`src/rtl/fifo_param_pkg.sv`:
```
// Shared constants for the parametrised FIFO: state encodings and state width.
package fifo_param_pkg;
    localparam int STATE_W = 3;
    localparam logic [STATE_W-1:0] INIT     = 3'b000;
    localparam logic [STATE_W-1:0] WRITE    = 3'b001;
    localparam logic [STATE_W-1:0] WR_ERROR = 3'b010;
    localparam logic [STATE_W-1:0] READ     = 3'b011;
    localparam logic [STATE_W-1:0] RD_ERROR = 3'b100;
    localparam logic [STATE_W-1:0] NO_OP    = 3'b101;
    localparam logic [STATE_W-1:0] WR_RD    = 3'b110;
endpackage

```
`src/rtl/fifo_param_ns.sv`:
```
// Next-state function of the FIFO controller; the chosen state also decides
// which accesses are performed in the same edge.
module fifo_param_ns
    import fifo_param_pkg::*;
#(
    parameter int ADDR_WIDTH = 3
) (
    input  logic                  wr_en,
    input  logic                  rd_en,
    input  logic [STATE_W-1:0]    state,
    input  logic [ADDR_WIDTH:0]   data_count,
    output logic [STATE_W-1:0]    next_state
);
    localparam logic [ADDR_WIDTH:0] DEPTH_C = (ADDR_WIDTH+1)'(1 << ADDR_WIDTH);

    logic full, empty;
    assign full  = (data_count == DEPTH_C);
    assign empty = (data_count == '0);

    always_comb begin
        next_state = INIT;
        if (state == 3'b111) begin
            next_state = INIT;
        end else begin
            unique case ({wr_en, rd_en})
                2'b10: next_state = full  ? WR_ERROR : WRITE;
                2'b01: next_state = empty ? RD_ERROR : READ;
                // Both requested: degrade to the single access that is legal
                2'b11: next_state = empty ? WRITE : (full ? READ : WR_RD);
                default: next_state = (state == INIT && empty) ? INIT : NO_OP;
            endcase
        end
    end
endmodule

```
`src/rtl/fifo_param.sv`:
```
// Parametrised synchronous FIFO with state reporting, threshold flags and
// per-request ack/err pulses.
module fifo_param
    import fifo_param_pkg::*;
#(
    parameter int DATA_WIDTH = 32,
    parameter int ADDR_WIDTH = 3,
    parameter int AF_LEVEL   = (1 << ADDR_WIDTH) - 2,
    parameter int AE_LEVEL   = 2
) (
    input  logic                  clk,
    input  logic                  reset,
    input  logic                  wr_en,
    input  logic                  rd_en,
    input  logic [DATA_WIDTH-1:0] din,
    output logic [DATA_WIDTH-1:0] dout,
    output logic [ADDR_WIDTH:0]   data_count,
    output logic                  full,
    output logic                  empty,
    output logic                  almost_full,
    output logic                  almost_empty,
    output logic                  wr_ack,
    output logic                  wr_err,
    output logic                  rd_ack,
    output logic                  rd_err,
    output logic [STATE_W-1:0]    state
);
    localparam int DEPTH = 1 << ADDR_WIDTH;
    localparam logic [ADDR_WIDTH:0] DEPTH_C = (ADDR_WIDTH+1)'(DEPTH);
    localparam logic [ADDR_WIDTH:0] AF_C    = (ADDR_WIDTH+1)'(AF_LEVEL);
    localparam logic [ADDR_WIDTH:0] AE_C    = (ADDR_WIDTH+1)'(AE_LEVEL);

    logic [DATA_WIDTH-1:0] mem [DEPTH];
    logic [ADDR_WIDTH-1:0] wr_ptr, rd_ptr;
    logic [STATE_W-1:0]    next_state;
    logic                  do_wr, do_rd;

    fifo_param_ns #(.ADDR_WIDTH(ADDR_WIDTH)) u_ns (
        .wr_en      (wr_en),
        .rd_en      (rd_en),
        .state      (state),
        .data_count (data_count),
        .next_state (next_state)
    );

    assign do_wr = (next_state == WRITE) || (next_state == WR_RD);
    assign do_rd = (next_state == READ)  || (next_state == WR_RD);

    assign full         = (data_count == DEPTH_C);
    assign empty        = (data_count == '0);
    assign almost_full  = (data_count >= AF_C);
    assign almost_empty = (data_count <= AE_C);

    always_ff @(posedge clk) begin
        if (reset) begin
            state      <= INIT;
            wr_ptr     <= '0;
            rd_ptr     <= '0;
            data_count <= '0;
            dout       <= '0;
            wr_ack     <= 1'b0;
            wr_err     <= 1'b0;
            rd_ack     <= 1'b0;
            rd_err     <= 1'b0;
        end else begin
            state  <= next_state;
            wr_ack <= do_wr;
            wr_err <= wr_en && !do_wr;
            rd_ack <= do_rd;
            rd_err <= rd_en && !do_rd;
            if (do_wr) wr_ptr <= wr_ptr + 1'b1;
            if (do_rd) begin
                dout   <= mem[rd_ptr];
                rd_ptr <= rd_ptr + 1'b1;
            end
            unique case ({do_wr, do_rd})
                2'b10:   data_count <= data_count + 1'b1;
                2'b01:   data_count <= data_count - 1'b1;
                default: data_count <= data_count;
            endcase
        end
    end

    // Storage is never cleared; reset only blocks a write in the same cycle
    always_ff @(posedge clk) begin
        if (!reset && do_wr) mem[wr_ptr] <= din;
    end
endmodule

```
`config.mk`:
```
export PLATFORM = sky130hd
export DESIGN_NAME = fifo_param
export DESIGN_NICKNAME = d
export VERILOG_FILES = /design/src/rtl/fifo_param_pkg.sv /design/src/rtl/fifo_param_ns.sv /design/src/rtl/fifo_param.sv
export SDC_FILE = /design/constraint.sdc
export NUM_CORES = 1
export LEC_CHECK = 0
export BUFFER_PORTS_ARGS = -buffer_cell sky130_fd_sc_hd__buf_2
export CORE_ASPECT_RATIO = 1.2
export CORE_MARGIN = 5
export CORE_UTILIZATION = 62
export DETAILED_ROUTE_END_ITERATION = 8
export PLACE_DENSITY = 0.92
export SLEW_MARGIN = 20
export SYNTH_ARGS = -nofsm -noshare
export SYNTH_HDL_FRONTEND = slang
export SYNTH_SLANG_ARGS = --single-unit
```
`constraint.sdc`:
```
create_clock -name clk -period 8.4 [get_ports clk]
set_input_delay 2.1 -clock clk [delete_from_list [all_inputs] [get_ports clk]]
set_output_delay 2.1 -clock clk [all_outputs]
set_load 0.005 [all_outputs]
```
Word level (Yosys, flattened, before mapping)
Memory sizes are Yosys's and may differ from the RTL's. A register that Yosys moved wholly into a read port is not among the register bits.
Cells that the tools add are included.
{"block": "classes", "bitwise_logic": 0, "n_mul": 0, "div_mod_pow": 0, "mux": 10, "reduce_logical": 12, "addsub": 4, "n_lt_le_gt_ge": 2, "n_eq_ne": 10, "shift": 0}
{"operator": "$mux 3", "n": 5}
{"operator": "$pmux 3 s3", "n": 1}
{"operator": "$pmux 4 s2", "n": 1}
{"operator": "$add 3x1->3 const B", "n": 2}
{"operator": "$eq 2x2->1 const B", "n": 3}
{"operator": "$eq 3x3->1 const B", "n": 2}
{"operator": "$add 4x1->4 const B", "n": 1}
{"operator": "$eq 2x1->1 const B", "n": 2}
{"operator": "$eq 4x4->1 const B", "n": 1}
{"operator": "$ge 4x3->1 const B", "n": 1}
{"operator": "$le 4x2->1 const B", "n": 1}
{"operator": "$logic_and 1x1->1", "n": 4}
{"operator": "$logic_not 4->1", "n": 1}
{"operator": "$sub 4x1->4 const B", "n": 1}
{"operator": "$eq 3x1->1 const B", "n": 1}
{"operator": "$eq 3x2->1 const B", "n": 1}
{"operator": "$logic_not 1->1", "n": 3}
{"operator": "$logic_not 3->1", "n": 1}
{"operator": "$logic_or 1x1->1", "n": 2}
{"operator": "$mux 1", "n": 2}
{"operator": "$mux 2", "n": 1}
{"operator": "$reduce_bool 2->1", "n": 1}
{"block": "word_totals", "output_inout_bits": 47, "latchBits": 0, "in_bits": 36, "regBits": 17, "elab_cells": 47, "rom_bits": 0, "mem_bits_rw": 256, "mem_count": 1}
{"name": "mem", "depth": 8, "width": 32, "rd": 1, "rd_ports_with_merged_regs": 1, "write_ports": 1, "line_no": "fifo_param.sv:33", "rtl": "logic [DATA_WIDTH-1:0] mem [DEPTH];"}

Logic depth before layout (Yosys ltp)
Gate-level depths: netlist of run 1.
{"block": "depth", "word_depth": 10, "mapped_depth": 11, "ltp_nobuf": 10}

By module
From an unflattened synthesis of run 1, not the netlist that was laid out.
{"block": "hier_totals", "cells_unflattened": 658, "area_unflattened_um2": 11680.0}
{"mod": "fifo_param", "seq_area_each_um2": 8668.3, "cells_per_inst": 641, "area_each_um2": 11564.8, "instances": 1}
{"mod": "fifo_param_ns", "seq_area_each_um2": 0.0, "cells_per_inst": 17, "area_each_um2": 115.1, "instances": 1}

Least setup slack after synthesis of run 1
OpenSTA, ideal clock, no wires.
{"block": "synth_path", "kind": "in2reg", "startpoint": "input port reset", "endpoint": "memory mem[0][0], enable pin", "setup_ps": 513, "t_required_ps": 7887, "arrival_ps": 5710, "cell_stages": 3, "path_slack_ps": 2177, "n_path_buf": 1, "cell_sequence": "clkbuf_1 nor2_1 nor4b_1"}
{"block": "synth_between", "elab_chain_len": 4}
{"item": "start: declaration", "line_no": "fifo_param.sv:12", "rtl": "input logic reset,"}
{"item": "$logic_not 1->1", "line_no": "fifo_param.sv:86", "rtl": "if (!reset && do_wr) mem[wr_ptr] <= din;"}
{"item": "$logic_and 1x1->1", "line_no": "fifo_param.sv:86"}
{"item": "$mux 1", "line_no": "fifo_param.sv:86"}
{"item": "$mux 1 (implied by the code)", "line_no": "fifo_param.sv:86"}
{"item": "end: declaration", "line_no": "fifo_param.sv:33"}
Every way passes these cells.

Worst setup path in the final report of run 1
{"block": "layout_path", "startpoint": "register data_count[3]", "endpoint": "output port full"}
{"block": "layout_between", "elab_chain_len": 1}
{"item": "start: declaration", "line_no": "fifo_param.sv:17", "rtl": "output logic [ADDR_WIDTH:0] data_count,"}
{"item": "start signal: assignment", "line_no": "fifo_param.sv:77", "rtl": "2'b10: data_count <= data_count + 1'b1;"}
{"item": "start signal: assignment", "line_no": "fifo_param.sv:78", "rtl": "2'b01: data_count <= data_count - 1'b1;"}
{"item": "start signal: assignment", "line_no": "fifo_param.sv:79", "rtl": "default: data_count <= data_count;"}
{"item": "$eq 4x4->1", "line_no": "fifo_param.sv:49", "rtl": "assign full = (data_count == DEPTH_C);"}
{"item": "end: declaration", "line_no": "fifo_param.sv:18", "rtl": "output logic full,"}
Every way passes these cells.

==> results.json, run 1 <==
{
  "synth_fp_nets": 625,
  "postLayoutCellArea_sq_um": 13200,
  "post_route_cells_drive_above_1_share": 0.340,
  "drv_slew": 0,
  "cts_num_sinks": 305,
  "mostFrequentLayoutCells": "sky130_fd_sc_hd__edfxtp_1, sky130_fd_sc_hd__buf_2, sky130_fd_sc_hd__mux4_2",
  "synth-seq-cells": 305,
  "reg2regPathDepth": 8,
  "cts_post_setup_buffers_inserted": 0,
  "endpoint": "full",
  "cts_hold_buf": 0,
  "setup_violators_final": 0,
  "antenna_cells": 0,
  "critical_path.startpoint_type": "flip-flop",
  "cts_resized": 0,
  "critical_path_launch_point": "data_count[3]",
  "max_cap_viol_count": 0,
  "synthesis.area_per_instance_sq_um": 19.9,
  "grt_antenna_before_repair": 0,
  "powerDensity_nw_per_um2": 292,
  "hold_slack_ns": 0.481,
  "drt-pass1-iter-count": 5,
  "route.final.wire_length_microns": 24000,
  "number_of_global_route_vias_before_repair": 6353,
  "h-tree-depth": 1,
  "synth.cell_area_sq_um": 11600,
  "first_pass_grt_wire_length_microns": 37700,
  "cts_buffers": 28,
  "via_per_inst": 6.34,
  "maxSlewHeadroom": 0.274,
  "final-instance-count-excl-fill": 949,
  "drc": 0,
  "synth.lib_cells_used.distinct": 40,
  "die_ht_microns": 160,
  "final.setup_skew_ns": 0.00956,
  "routed-via-count": 6012,
  "placedCellCount": 897,
  "required_ns": 6.30,
  "hold_viol": 0,
  "gr-usage-all-layers": 0.229,
  "finalWorstPathRequiredPeriod_ns": 4.04,
  "final_common_cell": "sky130_fd_sc_hd__edfxtp_1",
  "die_width_microns": 135,
  "max_slew.worst_pin.slew_ns": 1.09,
  "io_buffers": 82,
  "crit_path_end_kind": "primary output",
  "initial_core_util": 0.633,
  "total_leakage_power_nw": 4.31,
  "die_area_sq_um": 21500,
  "cts_buffer_depth": 3,
  "clk_transition_reported_paths_ns": 0.07,
  "rsz0062_at_grt": "no",
  "grt_max_degree": 68,
  "std_cell_rows": 54,
  "crit_arrival_ns": 1.94,
  "num-nets-final": 717,
  "critical-path-slowest-cell": "sky130_fd_sc_hd__or4b_2",
  "max_clock_freq_mhz": 248,
  "worstPathCellList": "or4b_2 -> inv_1 -> buf_2",
  "criticalPathCategory": "flip-flop to primary output",
  "area_growth_pct": 13.9,
  "synthesis.yosys.warnings": 0,
  "drt_iter0_drc": 715,
  "fin_setup_tns_ns": 0,
  "clk_root_buf": "sky130_fd_sc_hd__clkbuf_16",
  "tritoncts": "built",
  "timing.critical_path.slowest_cell_delay_ns": 0.70,
  "clkLatencyLatePin_ns": 0.53,
  "r2r_setup_slack_ns": 5.31,
  "part_of_the_cycle_the_worst_path_needs": 0.481,
  "ios": 83,
  "vdd_ir_drop_max_mv": 0.203,
  "drt-wirelength-per-cell_microns": 25.3,
  "holdCritPathClass": "flip-flop to flip-flop",
  "core_area_sq_um": 18300,
  "ys_seq_area_frac": 0.748,
  "dpl.hpwl_microns": 13800,
  "run_status": "complete, no violations",
  "post_synth_inst_count": 583,
  "postLayoutCoreUtil": 0.721,
  "place_area_sq_um": 12300,
  "reg2reg_from": "data_count[3]",
  "gp_routability_congestion": 0.750,
  "drtAntennaViolNets": 0,
  "globalRouteOverflowTotal": 0,
  "cp_max_fo": 9,
  "timing.rr.end": "data_count[3]"
}
==> metrics by stage <==
step	worst slack (ns)	power [mW]
2_1_floorplan	2.18	2.39
3_3_place_gp	4.33	2.57
3_5_place_dp	4.15	2.63
4_1_cts	4.37	3.87
5_1_grt	4.29	4.02
6_report	4.36	3.86
==> area by class of cell <==
cell class | instances | area, sq um
clock buffer | 44 | 842
clock inverter | 8 | 66.3
fill | 977 | 5100
inverter | 7 | 26.3
multi-input combinational | 238 | 2770
sequential | 305 | 8680
tap | 252 | 315
timing repair buffer | 95 | 512
==> how the worst min path moves through the flow <==
stage / from / slack [ns] / endpoint / cells past startpoint
after global routing: rd_ptr[1] / 0.50 / rd_ptr[1] / 2
after global placement: rd_ptr[1] / 0.44 / rd_ptr[1] / 2
after detailed placement: rd_ptr[1] / 0.45 / rd_ptr[1] / 2
after floorplan: dout[10] / 0.49 / dout[10] / 2
final: rd_ptr[1] / 0.48 / rd_ptr[1] / 2
after CTS: rd_ptr[1] / 0.48 / rd_ptr[1] / 2
==> critical path: cells and delay by family (launching register included) <==
family,cells,cell delay (ns)
flip-flops,1,0.50
buffers and inverters,2,0.20
AND/OR/NAND/NOR,1,0.70
==> where the power goes <==
| part | switching [mW] | leakage, nW | total, mW | internal [mW] |
|---|---|---|---|---|
| logic | 0.423 | 1.15 | 0.760 | 0.337 |
| registers | 0.0850 | 2.72 | 1.85 | 1.77 |
| clock network | 0.527 | 0.447 | 1.24 | 0.717 |
==> cell usage after synthesis, drive strengths merged <==
cell type	instances	share of area
a2111oi	1	0.00076
xor2	4	0.0030
o31ai	1	0.00065
or4b	1	0.00086
nand3	4	0.0026
buf	19	0.011
or3	1	0.00054
nor3	6	0.0026
clkbuf	14	0.0045
or4	2	0.0016
xnor2	1	0.00076
mux4	64	0.12
a211oi	33	0.030
nor3b	1	0.00065
nor2	52	0.017
dfxtp	49	0.085
nand2b	1	0.00054
fa	1	0.0017
and3	1	0.00054
nand4	2	0.0011
mux2i	33	0.029
edfxtp	256	0.66
nor4	1	0.00054
a31oi	1	0.00054
inv	7	0.0023
a21o	1	0.00065
ha	5	0.0054
and3b	1	0.00076
o21ai	2	0.00086
nand2	5	0.0016
nor4b	1	0.00076
nand3b	2	0.0013
a21oi	10	0.0043
==> cells by family (layout without fill, tap and decap cells) <==
| kind of cell | Yosys count | in the layout | share of synthesized area |
|---|---|---|---|
| AOI/OAI and AO/OA | 49 | 49 | 0.0378 |
| xor gates and xnor gates | 5 | 5 | 0.00378 |
| adders and majority gates | 6 | 6 | 0.00713 |
| buffers and inverters | 40 | 154 | 0.0176 |
| DFF | 305 | 305 | 0.748 |
| muxes | 97 | 97 | 0.153 |
| and+or+nand+nor | 81 | 81 | 0.0328 |
==> state kept, by name (all words and copies together), names as in the netlist <==
register and flops:
mem 256, dout 32, data_count 4, rd_ptr 3, state 3, wr_ptr 3
rd_ack 1, rd_err 1, wr_ack 1, wr_err 1
==> layer usage <==
metal | vias to the layer above | share of wire | GRT usage
li1 | 2533 | - | -
met4 | 0 | 0.033 | 0.0806
met3 | 68 | 0.074 | 0.0390
met1 | 3064 | 0.36 | 0.298
met2 | 347 | 0.53 | 0.393
met5 | - | 0 | 0
(Power assumes the default switching activity.)
==> inputs of run 2 (changes only) <==
--- a/config.mk
+++ b/config.mk
@@ -8,9 +8,9 @@
 export BUFFER_PORTS_ARGS = -buffer_cell sky130_fd_sc_hd__buf_2
 export CORE_ASPECT_RATIO = 1.2
 export CORE_MARGIN = 5
-export CORE_UTILIZATION = 62
+export CORE_UTILIZATION = 60
 export DETAILED_ROUTE_END_ITERATION = 8
-export PLACE_DENSITY = 0.92
+export PLACE_DENSITY = 0.89
 export SLEW_MARGIN = 20
 export SYNTH_ARGS = -nofsm -noshare
 export SYNTH_HDL_FRONTEND = slang
==> constraint.sdc (replaced) <==
create_clock -name clk -period 4 [get_ports clk]
set_input_delay 1 -clock clk [delete_from_list [all_inputs] [get_ports clk]]
set_output_delay 1 -clock clk [all_outputs]
set_load 0.005 [all_outputs]
==> run 2 against run 1 <==
Critical path depth is 5 higher. Largest cell class unchanged. Worst hold slack gained 0.024 ns. Utilization decreased by 2.0 points. Clock-buffer cell count decreased by 12. Clock power is 110% higher. Routed wire length rose by 0.40%. Total power up 110%. Via count shrank 2.3%.
==> results.json, run 2 (same netlist as run 1, synthesis figures left out) <==
{
  "number_of_global_route_vias_before_repair": 6351,
  "largest_reg_flops": 256,
  "run_status": "complete, no violations",
  "drt-wirelength-per-cell_microns": 25.1,
  "core_area_sq_um": 18900,
  "cts_resized": 0,
  "setup_violators_final": 0,
  "clkLatencyLatePin_ns": 0.54,
  "final_common_cell": "sky130_fd_sc_hd__edfxtp_1",
  "crit_path_end_kind": "flip-flop",
  "route.final.wire_length_microns": 24100,
  "largest_register": "mem",
  "vdd_ir_drop_max_mv": 0.382,
  "dpl.hpwl_microns": 13600,
  "required_ns": 4.46,
  "powerDensity_nw_per_um2": 609,
  "mostFrequentLayoutCells": "sky130_fd_sc_hd__edfxtp_1, sky130_fd_sc_hd__buf_2, sky130_fd_sc_hd__mux4_2",
  "max_clock_freq_mhz": 329,
  "first_pass_grt_wire_length_microns": 37000,
  "drtAntennaViolNets": 0,
  "final.setup_skew_ns": 0.0159,
  "finalWorstPathRequiredPeriod_ns": 3.04,
  "max_slew.worst_pin.slew_ns": 0.954,
  "die_width_microns": 137,
  "crit_arrival_ns": 3.50,
  "cp.buffers_inverters": 0,
  "ios": 83,
  "critical-path-slowest-cell": "sky130_fd_sc_hd__or4b_2",
  "cts_buffer_depth": 3,
  "drt-pass1-iter-count": 5,
  "clk_root_buf": "sky130_fd_sc_hd__clkbuf_16",
  "rsz0062_at_grt": "no",
  "worstPathCellList": "or4b_2 -> nand3_2 -> ha_1 -> ha_1 -> a21oi_1 -> a21oi_1 -> or4_1 -> a21oi_1",
  "drv_slew": 0,
  "critical_path.startpoint_type": "flip-flop",
  "drc": 0,
  "critical-path-top-delay-family": "simple AND/OR/NAND/NOR gates",
  "cell_type_with_the_highest_occurrence_count_on_the_critical_path": "sky130_fd_sc_hd__a21oi_1",
  "gp_routability_congestion": 0.759,
  "num-nets-final": 719,
  "criticalPathCategory": "flip-flop to flip-flop",
  "clk_transition_reported_paths_ns": 0.07,
  "maxSlewHeadroom": 0.364,
  "routed-via-count": 5874,
  "die_ht_microns": 162,
  "fin_setup_tns_ns": 0,
  "tritoncts": "built",
  "area_growth_pct": 14.5,
  "post_route_cells_drive_above_1_share": 0.346,
  "globalRouteOverflowTotal": 0,
  "drt_iter0_drc": 582,
  "cts_hold_buf": 0,
  "total_leakage_power_nw": 4.33,
  "reg_top3": "mem (256), dout (32), data_count (4)",
  "holdCritPathClass": "flip-flop to flip-flop",
  "grt_antenna_before_repair": 6,
  "die_area_sq_um": 22200,
  "cts_num_sinks": 305,
  "hold_slack_ns": 0.505,
  "cp_max_fo": 9,
  "h-tree-depth": 1,
  "via_per_inst": 6.13,
  "hold_viol": 0,
  "cts_buffers": 28,
  "io_buffers": 82,
  "gr-usage-all-layers": 0.224,
  "cts_post_setup_buffers_inserted": 0,
  "std_cell_rows": 55,
  "timing.critical_path.slowest_cell_delay_ns": 0.69,
  "part_of_the_cycle_the_worst_path_needs": 0.760,
  "max_cap_viol_count": 0,
  "initial_core_util": 0.612,
  "grt_max_degree": 68
}
==> run 2: cell count changes in the layout (fill, tap and decap cells not counted), moves of 2 or more <==
cell                       previous run  this run
sky130_fd_sc_hd__clkinv_2             5        11
sky130_fd_sc_hd__clkbuf_1             9         3
sky130_fd_sc_hd__diode_2              0         3
sky130_fd_sc_hd__clkinv_1             1         4
sky130_fd_sc_hd__clkbuf_8             6         0
sky130_fd_sc_hd__nor3_2               3         1
sky130_fd_sc_hd__nor3_4               0         2
sky130_fd_sc_hd__buf_12               0         2
==> run 2: cell type report <==
type,instances,area (sq um)
clock buffer,32,737
sequential,305,8670
clock inverter,20,158
fill,1063,5660
timing repair buffer,97,548
multi-input combinational,238,2800
antenna,3,7.51
inverter,7,26.3
tap,256,320
==> run 2: worst min-delay path, stage by stage (launching register included) <==
cell and delay (ns):
sky130_fd_sc_hd__dfxtp_1 0.31, sky130_fd_sc_hd__nor2_1 0.10, sky130_fd_sc_hd__a211oi_1 0.05
==> run 2: power by group <==
part | switching [mW] | leakage [nW] | internal, mW
clock | 1.13 | 0.449 | 1.46
combinational | 0.828 | 1.16 | 0.711
sequential | 0.238 | 2.72 | 3.72
==> run 2: stage by stage <==
stage	std cells	instance area, sq um	setup slack (ns)	util	power (mW)
after floorplan	583	11600	0.0257	-	5.01
after global placement	903	12400	0.935	0.653	5.40
after detailed placement	903	12400	0.833	0.653	5.52
after CTS	955	13300	1.01	0.701	8.12
after global routing	958	13300	0.828	0.701	8.44
final	958	13300	0.961	0.701	8.08
==> run 2: path summary, 6_finish.rpt <==
| kind | from | endpoint | slack, ns | depth (start not counted) |
|---|---|---|---|---|
| max | data_count[3] | data_count[3] | 0.96 | 8 |
| max reg2reg | data_count[3] | data_count[3] | 0.96 | 8 |
| min reg2reg | dout[12] | dout[12] | 0.50 | 2 |
| min | dout[12] | dout[12] | 0.50 | 2 |
==> run 2: layer usage <==
layer  part of all wire  GRT usage
met1               0.36      0.274
met2               0.54      0.395
met3              0.069     0.0362
met4              0.035     0.0939
met5             0.0014          0
==> inputs of run 3 (changes only) <==
==> constraint.sdc (replaced) <==
create_clock -name clk -period 3.2 [get_ports clk]
set_input_delay 0.8 -clock clk [delete_from_list [all_inputs] [get_ports clk]]
set_output_delay 0.8 -clock clk [all_outputs]
set_load 0.005 [all_outputs]
==> run 3 against run 2 <==
Sequential power is 24% higher. Clock-buffer cell count is 8 higher. Total power is 27% higher. Final area is 0.83% higher. Critical endpoint unchanged.
==> results.json, run 3 (same netlist as run 1, synthesis figures left out) <==
{
  "cts_buffer_depth": 3,
  "drt-pass1-iter-count": 5,
  "largest_register": "mem",
  "initial_core_util": 0.612,
  "drt_iter0_drc": 650,
  "hold_viol": 0,
  "rsz0062_at_grt": "no",
  "crit_arrival_ns": 3.31,
  "holdCritPathClass": "flip-flop to flip-flop",
  "finalWorstPathRequiredPeriod_ns": 2.86,
  "cell_type_with_the_highest_occurrence_count_on_the_critical_path": "sky130_fd_sc_hd__a21oi_1",
  "die_area_sq_um": 22200,
  "critical_path.startpoint_type": "flip-flop",
  "setup_violators_final": 0,
  "drt-wirelength-per-cell_microns": 25.7,
  "tritoncts": "built",
  "num-nets-final": 728,
  "worstPathCellList": "or4b_2 -> nand3_2 -> ha_1 -> ha_1 -> a21oi_1 -> a21oi_1 -> or4_1 -> a21oi_1",
  "post_route_cells_drive_above_1_share": 0.355,
  "postLayoutCoreUtil": 0.707,
  "vdd_ir_drop_max_mv": 0.467,
  "h-tree-depth": 1,
  "largest_reg_flops": 256,
  "route.final.wire_length_microns": 24800,
  "routed-via-count": 6085,
  "die_ht_microns": 162,
  "cts_post_setup_buffers_inserted": 0,
  "gp_routability_congestion": 0.799,
  "max_slew.worst_pin.slew_ns": 0.869,
  "cts_buffers": 28,
  "placedCellCount": 912,
  "grt_max_degree": 68,
  "die_width_microns": 137,
  "drv_slew": 0,
  "core_area_sq_um": 18900,
  "crit_path_end_kind": "flip-flop",
  "part_of_the_cycle_the_worst_path_needs": 0.895,
  "clk_transition_reported_paths_ns": 0.06,
  "max_cap_viol_count": 0,
  "final_common_cell": "sky130_fd_sc_hd__edfxtp_1",
  "ios": 83,
  "met3_length_microns": 1750,
  "number_of_global_route_vias_before_repair": 6412,
  "powerDensity_nw_per_um2": 764,
  "io_buffers": 82,
  "wirelength_met1_microns": 8940,
  "cts_resized": 0,
  "required_ns": 3.65,
  "dpl.hpwl_microns": 13800,
  "drtAntennaViolNets": 0,
  "mostFrequentLayoutCells": "sky130_fd_sc_hd__edfxtp_1, sky130_fd_sc_hd__buf_2, sky130_fd_sc_hd__mux4_2",
  "final-instance-count-excl-fill": 966,
  "first_pass_grt_wire_length_microns": 38400,
  "globalRouteOverflowTotal": 0,
  "critical-path-slowest-cell": "sky130_fd_sc_hd__or4b_2",
  "reg_top3": "mem (256), dout (32), data_count (4)",
  "run_status": "complete, no violations",
  "clkLatencyLatePin_ns": 0.54,
  "met2RoutedLength_microns": 13600,
  "cts_hold_buf": 0,
  "topRoutingLayerUsed": "met5",
  "criticalPathCategory": "flip-flop to flip-flop",
  "via_per_inst": 6.30,
  "drc": 0,
  "grt_antenna_before_repair": 2,
  "cts_num_sinks": 305,
  "gr-usage-all-layers": 0.231,
  "area_growth_pct": 15.4,
  "clk_root_buf": "sky130_fd_sc_hd__clkbuf_16",
  "std_cell_rows": 55,
  "timing.critical_path.slowest_cell_delay_ns": 0.70,
  "final.setup_skew_ns": 0.0198,
  "total_leakage_power_nw": 4.39,
  "max_clock_freq_mhz": 349,
  "maxSlewHeadroom": 0.421,
  "cp_max_fo": 9
}
## run 3: final cells by class
cell class	instances	area, sq um
inverter	7	26.3
tap	256	320
fill	1043	5550
antenna	2	5.00
clock inverter	12	116
sequential	305	8670
clock buffer	40	817
timing repair buffer	106	616
multi-input combinational	238	2800
## run 3: through the flow
step / setup WS (ns) / instance area [sq um] / power, mW / hold WS [ns] / setup TNS [ns]
6_report: 0.337 / 13400 / 10.2 / 0.497 / 0
5_1_grt: 0.249 / 13400 / 10.7 / 0.520 / 0
4_1_cts: 0.391 / 13400 / 10.3 / 0.499 / 0
3_5_place_dp: 0.425 / 12400 / 6.91 / 0.490 / 0
3_3_place_gp: 0.583 / 12400 / 6.78 / 0.486 / 0
2_1_floorplan: -0.309 / 11600 / 6.26 / 0.494 / -9.90
## run 3: power by group
| group | leakage (nW) | internal [mW] | switching (mW) |
|---|---|---|---|
| combinational | 1.21 | 0.901 | 1.06 |
| clock | 0.466 | 1.94 | 1.42 |
| sequential | 2.72 | 4.65 | 0.263 |
## run 3: final timing paths
check	from	endpoint	slack [ns]	cells past startpoint
max	data_count[3]	data_count[3]	0.34	8
min	dout[12]	dout[12]	0.50	2
max reg2reg	data_count[3]	data_count[3]	0.34	8
min reg2reg	dout[12]	dout[12]	0.50	2
## run 3: worst max-delay path, delay by kind of cell, from the launching register on
family | cells | cell delay [ns]
adder cells (fa/ha/maj) | 2 | 0.48
AND/OR/NAND/NOR | 3 | 1.30
AO/OA/AOI/OAI | 3 | 0.50
flip-flops | 1 | 0.50
## run 3: metal layers
metal | up-vias | global-route usage
met5 | - | 0
li1 | 2563 | -
met2 | 305 | 0.408
met3 | 47 | 0.0406
met1 | 3168 | 0.295
met4 | 2 | 0.0667
